===== src/rtl/scene_load_ctrl_if.sv =====
// scene_load_ctrl_if: SPI word input, object-store write port and scene status bundle
interface scene_load_ctrl_if #(
  parameter int ADDR_W = 4
);
  logic              frame_start;
  logic              recv_dv;
  logic [63:0]       recv_64bit;
  logic              recv_interrupt;
  logic              obj_we;
  logic [ADDR_W-1:0] obj_addr;
  logic [63:0]       obj_data;
  logic [ADDR_W:0]   obj_count;
  logic              scene_valid;
  logic              scene_swap;
  logic              err_proto;
  logic              err_timeout;
  modport master (
    output frame_start, recv_dv, recv_64bit,
    input  recv_interrupt, obj_we, obj_addr, obj_data, obj_count,
           scene_valid, scene_swap, err_proto, err_timeout
  );
  modport slave (
    input  frame_start, recv_dv, recv_64bit,
    output recv_interrupt, obj_we, obj_addr, obj_data, obj_count,
           scene_valid, scene_swap, err_proto, err_timeout
  );
endinterface


===== src/rtl/scene_load_ctrl.sv =====
// scene_load_ctrl: per-frame scene upload sequencer from SPI words into the object store
module scene_load_ctrl #(
  parameter int          MAX_OBJECTS    = 16,
  parameter int          ADDR_W         = $clog2(MAX_OBJECTS),
  parameter logic [7:0]  HDR_MAGIC      = 8'hA5,
  parameter int          TIMEOUT_CYCLES = 1000000
) (
  input logic            clk,
  input logic            rst_,
  scene_load_ctrl_if.slave bus
);
  localparam int TW = $clog2(TIMEOUT_CYCLES);
  typedef enum logic [1:0] {IDLE, HDR, LOAD, COMMIT} state_t;
  state_t            state, state_n;
  logic [ADDR_W-1:0] idx, idx_n;
  logic [ADDR_W:0]   count, count_n;
  logic [TW-1:0]     timer, timer_n;
  logic              we_n, swap_n, ep_n, et_n, valid_n;
  logic [ADDR_W-1:0] addr_n;
  logic [63:0]       data_n;
  logic [ADDR_W:0]   ocount_n;
  logic              hdr_bad, expired, last;
  assign hdr_bad = bus.recv_64bit[63:56] != HDR_MAGIC || bus.recv_64bit[7:0] > 8'(MAX_OBJECTS);
  assign expired = timer == TW'(TIMEOUT_CYCLES - 1);
  assign last    = (ADDR_W+1)'(idx) == count - (ADDR_W+1)'(1);
  // next-state and next-output decode; a word strobe always beats timer expiry
  always_comb begin
    state_n  = state;
    idx_n    = idx;
    count_n  = count;
    timer_n  = timer + TW'(1);
    we_n     = 1'b0;
    swap_n   = 1'b0;
    ep_n     = 1'b0;
    et_n     = 1'b0;
    addr_n   = bus.obj_addr;
    data_n   = bus.obj_data;
    ocount_n = bus.obj_count;
    valid_n  = bus.scene_valid;
    case (state)
      IDLE: begin
        timer_n = '0;
        ep_n    = bus.recv_dv;
        state_n = bus.frame_start ? HDR : IDLE;
      end
      HDR: begin
        if (bus.recv_dv) begin
          timer_n = '0;
          if (hdr_bad) begin
            ep_n    = 1'b1;
            state_n = IDLE;
          end else begin
            count_n = bus.recv_64bit[ADDR_W:0];
            idx_n   = '0;
            state_n = bus.recv_64bit[7:0] == 8'd0 ? COMMIT : LOAD;
          end
        end else if (expired) begin
          et_n    = 1'b1;
          state_n = IDLE;
        end
      end
      LOAD: begin
        if (bus.recv_dv) begin
          timer_n = '0;
          we_n    = 1'b1;
          addr_n  = idx;
          data_n  = bus.recv_64bit;
          idx_n   = idx + ADDR_W'(1);
          state_n = last ? COMMIT : LOAD;
        end else if (expired) begin
          et_n    = 1'b1;
          state_n = IDLE;
        end
      end
      default: begin
        timer_n  = '0;
        ep_n     = bus.recv_dv;
        swap_n   = 1'b1;
        ocount_n = count;
        valid_n  = 1'b1;
        state_n  = IDLE;
      end
    endcase
  end
  // state, bookkeeping and registered outputs
  always_ff @(posedge clk) begin
    if (!rst_) begin
      state              <= IDLE;
      idx                <= '0;
      count              <= '0;
      timer              <= '0;
      bus.recv_interrupt <= 1'b0;
      bus.obj_we         <= 1'b0;
      bus.obj_addr       <= '0;
      bus.obj_data       <= '0;
      bus.obj_count      <= '0;
      bus.scene_valid    <= 1'b0;
      bus.scene_swap     <= 1'b0;
      bus.err_proto      <= 1'b0;
      bus.err_timeout    <= 1'b0;
    end else begin
      state              <= state_n;
      idx                <= idx_n;
      count              <= count_n;
      timer              <= timer_n;
      bus.recv_interrupt <= state_n == HDR || state_n == LOAD;
      bus.obj_we         <= we_n;
      bus.obj_addr       <= addr_n;
      bus.obj_data       <= data_n;
      bus.obj_count      <= ocount_n;
      bus.scene_valid    <= valid_n;
      bus.scene_swap     <= swap_n;
      bus.err_proto      <= ep_n;
      bus.err_timeout    <= et_n;
    end
  end
endmodule


===== src/flat_wrapper.sv =====
// flat-port wrapper written by rule: the top's interface ports become plain ports
module scene_load_ctrl_flat 
#(
  parameter int          MAX_OBJECTS    = 16,
  parameter int          ADDR_W         = $clog2(MAX_OBJECTS),
  parameter logic [7:0]  HDR_MAGIC      = 8'hA5,
  parameter int          TIMEOUT_CYCLES = 1000000
)
  (clk, rst_, bus_frame_start, bus_recv_dv, bus_recv_64bit, bus_recv_interrupt, bus_obj_we, bus_obj_addr, bus_obj_data, bus_obj_count, bus_scene_valid, bus_scene_swap, bus_err_proto, bus_err_timeout);
  scene_load_ctrl_if #(.ADDR_W(ADDR_W)) bus_i ();
  input logic clk;
  input logic rst_;
  input wire logic [$bits(bus_i.frame_start)-1:0] bus_frame_start;
  input wire logic [$bits(bus_i.recv_dv)-1:0] bus_recv_dv;
  input wire logic [$bits(bus_i.recv_64bit)-1:0] bus_recv_64bit;
  output wire logic [$bits(bus_i.recv_interrupt)-1:0] bus_recv_interrupt;
  output wire logic [$bits(bus_i.obj_we)-1:0] bus_obj_we;
  output wire logic [$bits(bus_i.obj_addr)-1:0] bus_obj_addr;
  output wire logic [$bits(bus_i.obj_data)-1:0] bus_obj_data;
  output wire logic [$bits(bus_i.obj_count)-1:0] bus_obj_count;
  output wire logic [$bits(bus_i.scene_valid)-1:0] bus_scene_valid;
  output wire logic [$bits(bus_i.scene_swap)-1:0] bus_scene_swap;
  output wire logic [$bits(bus_i.err_proto)-1:0] bus_err_proto;
  output wire logic [$bits(bus_i.err_timeout)-1:0] bus_err_timeout;
  assign bus_i.frame_start = bus_frame_start;
  assign bus_i.recv_dv = bus_recv_dv;
  assign bus_i.recv_64bit = bus_recv_64bit;
  assign bus_recv_interrupt = bus_i.recv_interrupt;
  assign bus_obj_we = bus_i.obj_we;
  assign bus_obj_addr = bus_i.obj_addr;
  assign bus_obj_data = bus_i.obj_data;
  assign bus_obj_count = bus_i.obj_count;
  assign bus_scene_valid = bus_i.scene_valid;
  assign bus_scene_swap = bus_i.scene_swap;
  assign bus_err_proto = bus_i.err_proto;
  assign bus_err_timeout = bus_i.err_timeout;
  scene_load_ctrl #(.MAX_OBJECTS(MAX_OBJECTS), .ADDR_W(ADDR_W), .HDR_MAGIC(HDR_MAGIC), .TIMEOUT_CYCLES(TIMEOUT_CYCLES)) u_core (.clk(clk), .rst_(rst_), .bus(bus_i));
endmodule

===== config.mk =====
export PLATFORM = sky130hd
export DESIGN_NAME = scene_load_ctrl_flat
export DESIGN_NICKNAME = d
export VERILOG_FILES = /design/src/rtl/scene_load_ctrl_if.sv /design/src/rtl/scene_load_ctrl.sv /design/src/flat_wrapper.sv
export SDC_FILE = /design/constraint.sdc
export NUM_CORES = 1
export LEC_CHECK = 0
export ABC_AREA = 1
export BUFFER_PORTS_ARGS = -buffer_cell sky130_fd_sc_hd__buf_2
export CORE_MARGIN = 2
export CORE_UTILIZATION = 50
export DETAILED_ROUTE_END_ITERATION = 12
export PLACE_DENSITY_LB_ADDON = 0.05
export REMOVE_ABC_BUFFERS = 1
export SYNTH_ARGS = -nofsm -noshare
export SYNTH_HDL_FRONTEND = slang
export SYNTH_SLANG_ARGS = --single-unit

===== constraint.sdc =====
create_clock -name clk -period 2.1 [get_ports clk]
set_input_delay 0.315 -clock clk [delete_from_list [all_inputs] [get_ports clk]]
set_output_delay 0.315 -clock clk [all_outputs]
set_load 0.005 [all_outputs]

==> reports/summary.log <==
qor: outcome.outcome completed
qor: setup_path.setup_crit_end_kind flip-flop
qor: timing.timing.fmax 574 MHz
qor: route.dr.first_iter.drc_count 113
qor: setup_path.crit_path_cell_trace inv_1 > ha_1 > nand2_2 > inv_2 > buf_4 > nor2_1 > nor2_1
qor: clocking.clk_latency 0.37 ns
qor: clocking.post_cts.resized_instances 0
qor: placed_design.placed_area 5230 um2
qor: synth.postSynthAreaPerCell 7.37 um2
qor: power_and_ir_drop.power.combinational.fraction 6.1%
qor: setup_path.critical_path_required 2.41 ns
qor: synth.synth_simple_gate_area_share 26.7%
qor: global_route.grt_start_max_net_pins 73
qor: worst_hold_path.timing.hold.worst_path_depth 3
qor: route.drt-total-wl 10.4 mm
qor: synth.synth_top_area_cell sky130_fd_sc_hd__dfxtp_1
qor: timing.timing_hold_violations_final 0
qor: clocking.clock_sink_count 110
qor: setup_path.startpoint u_core.state[0]
qor: finish.fillers 829
qor: global_route.overflow 0
qor: power_and_ir_drop.internal_pwr_total 2.78 mW
qor: power_and_ir_drop.power.sequential.fraction 57.9%
qor: power_and_ir_drop.clkPwrFrac 36.0%
qor: setup_path.worst_r2r_endpoint u_core.bus.obj_data[27]
qor: die.die_h 98.0 um
qor: die.die_area 9610 um2
qor: setup_path.kind_of_critical_path flip-flop to flip-flop
qor: synth.ys_seq_elements 110
qor: power_and_ir_drop.switching_share 24.1%
qor: timing.max_slew_margin 58.8%
qor: placed_design.placement.setup.worst_slack 0.369 ns
qor: setup_path.critPathLaunchType flip-flop
qor: synth.cell_with_the_most_instances_after_synthesis sky130_fd_sc_hd__nor2_1
qor: setup_path.worstPathMaxFanout 31
qor: timing.tightestPinTransition 0.619 ns
qor: synth.synthXorXnorAreaFrac 0.793%
qor: placed_design.gp_congestion 0.874
qor: synth.ys_top_cells_by_area sky130_fd_sc_hd__dfxtp_1 50%, sky130_fd_sc_hd__nor2_1 14%, sky130_fd_sc_hd__o21ai_0 8.8%, sky130_fd_sc_hd__nand2_1 6.7%, sky130_fd_sc_hd__inv_1 4.4%
qor: synth.synth_compound_gate_area_share 13.9%
qor: setup_path.cp.arrival 2.05 ns
qor: setup_path.regToRegStartpoint u_core.state[0]
qor: finish.finalInstanceArea 5440 um2
qor: setup_path.regToRegSetupSlack 0.36 ns
qor: finish.flow.area_growth_from_synthesis 23.0%
qor: die.floorplan.die.width 98.0 um
qor: global_route.first_pass_grt_wire_length 17.3 mm
qor: setup_path.worst-r2r-cell-count 7
qor: synth.synth_top_area_share 49.8%
qor: synth.dominant_synthesized_flop_cell sky130_fd_sc_hd__dfxtp_1
qor: timing.final_critical_path_share_of_the_clock_period 82.9%
qor: synth.post_synth_most_frequent_cells 163 x sky130_fd_sc_hd__nor2_1, 110 x sky130_fd_sc_hd__dfxtp_1, 79 x sky130_fd_sc_hd__nand2_1
qor: timing.fin_setup_tns 0 ns
qor: finish.final_stage_net_count 814
qor: synth.muxShareOfSynthArea 0%
qor: route.firstDrtPassIters 4
qor: timing.setup_viol 0
qor: clocking.tritoncts yes
qor: synth.yosys.area_share.adder 1.98%
qor: setup_path.slowest_stage sky130_fd_sc_hd__inv_2
qor: global_route.antenna_found_initial 1
qor: synth.synth_top_family_by_area simple AND/OR/NAND/NOR gates
qor: clocking.ctsLongestPathBuffers 2
qor: timing.slew_violations 0
qor: synth.yosysSeqAreaShare 49.8%
qor: timing.unrepaired_setup_endpoints_after_global_routing no
qor: synth.synth_cell_types 30
qor: clocking.hold_bufs_at_cts 0
qor: finish.share_of_cells_above_drive_strength_1 24.3%
qor: setup_path.worst_path_largest_cell_delay 0.36 ns
qor: global_route.globalRouteTotalUtil 21.9%
qor: placed_design.place.port_buffers 146
qor: route.antenna_left 0
qor: power_and_ir_drop.power.static_leakage 2.51 nW
qor: power_and_ir_drop.power.switching 0.881 mW
qor: route.vias_per_cell 4.91
qor: power_and_ir_drop.vdd.ir_drop.worst 439 uV
qor: synth.synth_enable_flop_cells 0
qor: timing.setup_ws 0.359 ns
qor: worst_hold_path.destination_of_the_worst_hold_path u_core.bus.obj_data[8]
qor: route.detail_route.drc_violations 0
qor: clocking.tritoncts.num_buffers 9
qor: global_route.first_global_vias 3813
qor: setup_path.critical_path.most_common_cell sky130_fd_sc_hd__nor2_1
qor: placed_design.dp_hpwl 7.56 mm
qor: worst_hold_path.hold_path_class input port to flip-flop
qor: die.io_pins 147
qor: synth.synth_async_sr_flop_share 0%
qor: die.coreArea 8640 um2
qor: timing.clock-skew-final 0.0132 ns
qor: synth.synth.cell_area 4420 um2
qor: finish.final_util 62.9%
qor: route.wl_per_cell 12.2 um
qor: clocking.clock_pin_slew_reported_for_the_worst_setup_and_hold_paths_after_clock_tree_synthesis 0.11 ns
qor: synth.ys_warn_count 0
qor: die.placementRows 34
qor: clocking.cts.htree.levels 3
qor: clocking.cts_setup_buffers 0
qor: timing.finalCriticalPeriod 1.74 ns
qor: clocking.ctsRootBufferMaster sky130_fd_sc_hd__clkbuf_8
qor: die.initial_core_util 51.2%
qor: route.via_count 4190
qor: synth.netlist_instances 600
qor: worst_hold_path.hold_start bus_recv_64bit[8]
qor: power_and_ir_drop.power_density 673 nW/um2
qor: run.max_cap_viol_count 0
==> cell families (layout without fill, tap and decap cells) <==
logic type	after synthesis	after routing
adder cells (fa/ha/maj)	7	7
flip-flops	110	110
AND/OR/NAND/NOR	284	284
other	0	1
XOR/XNOR	4	4
AO/OA/AOI/OAI	118	118
buffers and inverters	77	221
==> layout make-up <==
cell class,count,area (um2),area share [%]
Antenna cell,1,2.50,0.0460
Inverter,53,199,3.66
Timing Repair Buffer,152,776,14.3
Clock buffer,9,124,2.28
Multi-Input combinational cell,413,1920,35.2
Clock inverter,7,81.3,1.50
Sequential cell,110,2200,40.5
Tap cell,108,135,2.49
==> through the flow <==
step / hold slack [ns] / total power, mW / std cells
5_1_grt: 0.171 / 3.81 / 853
3_5_place_dp: 0.437 / 2.39 / 836
3_3_place_gp: 0.430 / 2.38 / 836
4_1_cts: 0.168 / 3.69 / 852
2_1_floorplan: 0.418 / 2.26 / 576
6_report: 0.182 / 3.66 / 853
==> worst max-delay path: cells and delay by family, from the launching register on <==
family / cells / cell delay [ns]
buf+inv: 3 / 0.79
flops: 1 / 0.34
simple gates: 3 / 0.30
fa+ha+maj: 1 / 0.26
==> registers in the layout, indices dropped and copies added, names as in the netlist, 2 cells and up <==
signal,flops
u_core.bus.obj_addr,4
u_core.bus.obj_count,5
u_core.bus.obj_data,64
u_core.count,5
u_core.idx,4
u_core.state,2
u_core.timer,20
==> power by group through the flow <==
stage          clock network [mW]  logic (mW)  registers (mW)
3_5_place_dp                    0       0.223            2.17
6_report                     1.32       0.222            2.12
5_1_grt                      1.43       0.255            2.12
2_1_floorplan                   0      0.0931            2.17
3_3_place_gp                    0       0.218            2.17
4_1_cts                      1.35       0.224            2.12
==> worst max-delay path by stage <==
stage	to	slack, ns
after global routing	u_core.bus.obj_data[42]	0.21
final	u_core.bus.obj_data[27]	0.36
after detailed placement	u_core.bus.obj_data[27]	0.37
after global placement	u_core.bus.obj_data[36]	0.47
after CTS	u_core.bus.obj_data[27]	0.33
after floorplan	u_core.idx[1]	-0.01
==> cells in the final DEF, fill, tap and decap left out, drive strengths merged <==
cell      synthesis  routed
nand3            14      14
nand2            82      82
o21ai            81      81
or2               2       2
clkinvlp          0       2
dfxtp           110     110
nor3             11      11
and3              1       1
a21oi            29      29
bufinv            0       1
clkinv            0       1
nor2            167     167
buf              10     152
inv              53      56
nand3b            2       2
o21bai            1       1
ha                7       7
diode             0       1
nand4             5       5
xor2              4       4
clkbuf           14       9
a211oi            7       7
==> per-layer routing <==
layer / track usage [%] / routed length (um) / vias to the layer above
met3: 5.51 / 562 / 17
met1: 26.7 / 4620 / 1881
met4: 7.69 / 194 / 0
met5: 0 / 0 / -
met2: 37.7 / 5050 / 104
li1: - / - / 2188
Power figures use the tool's default switching activity.
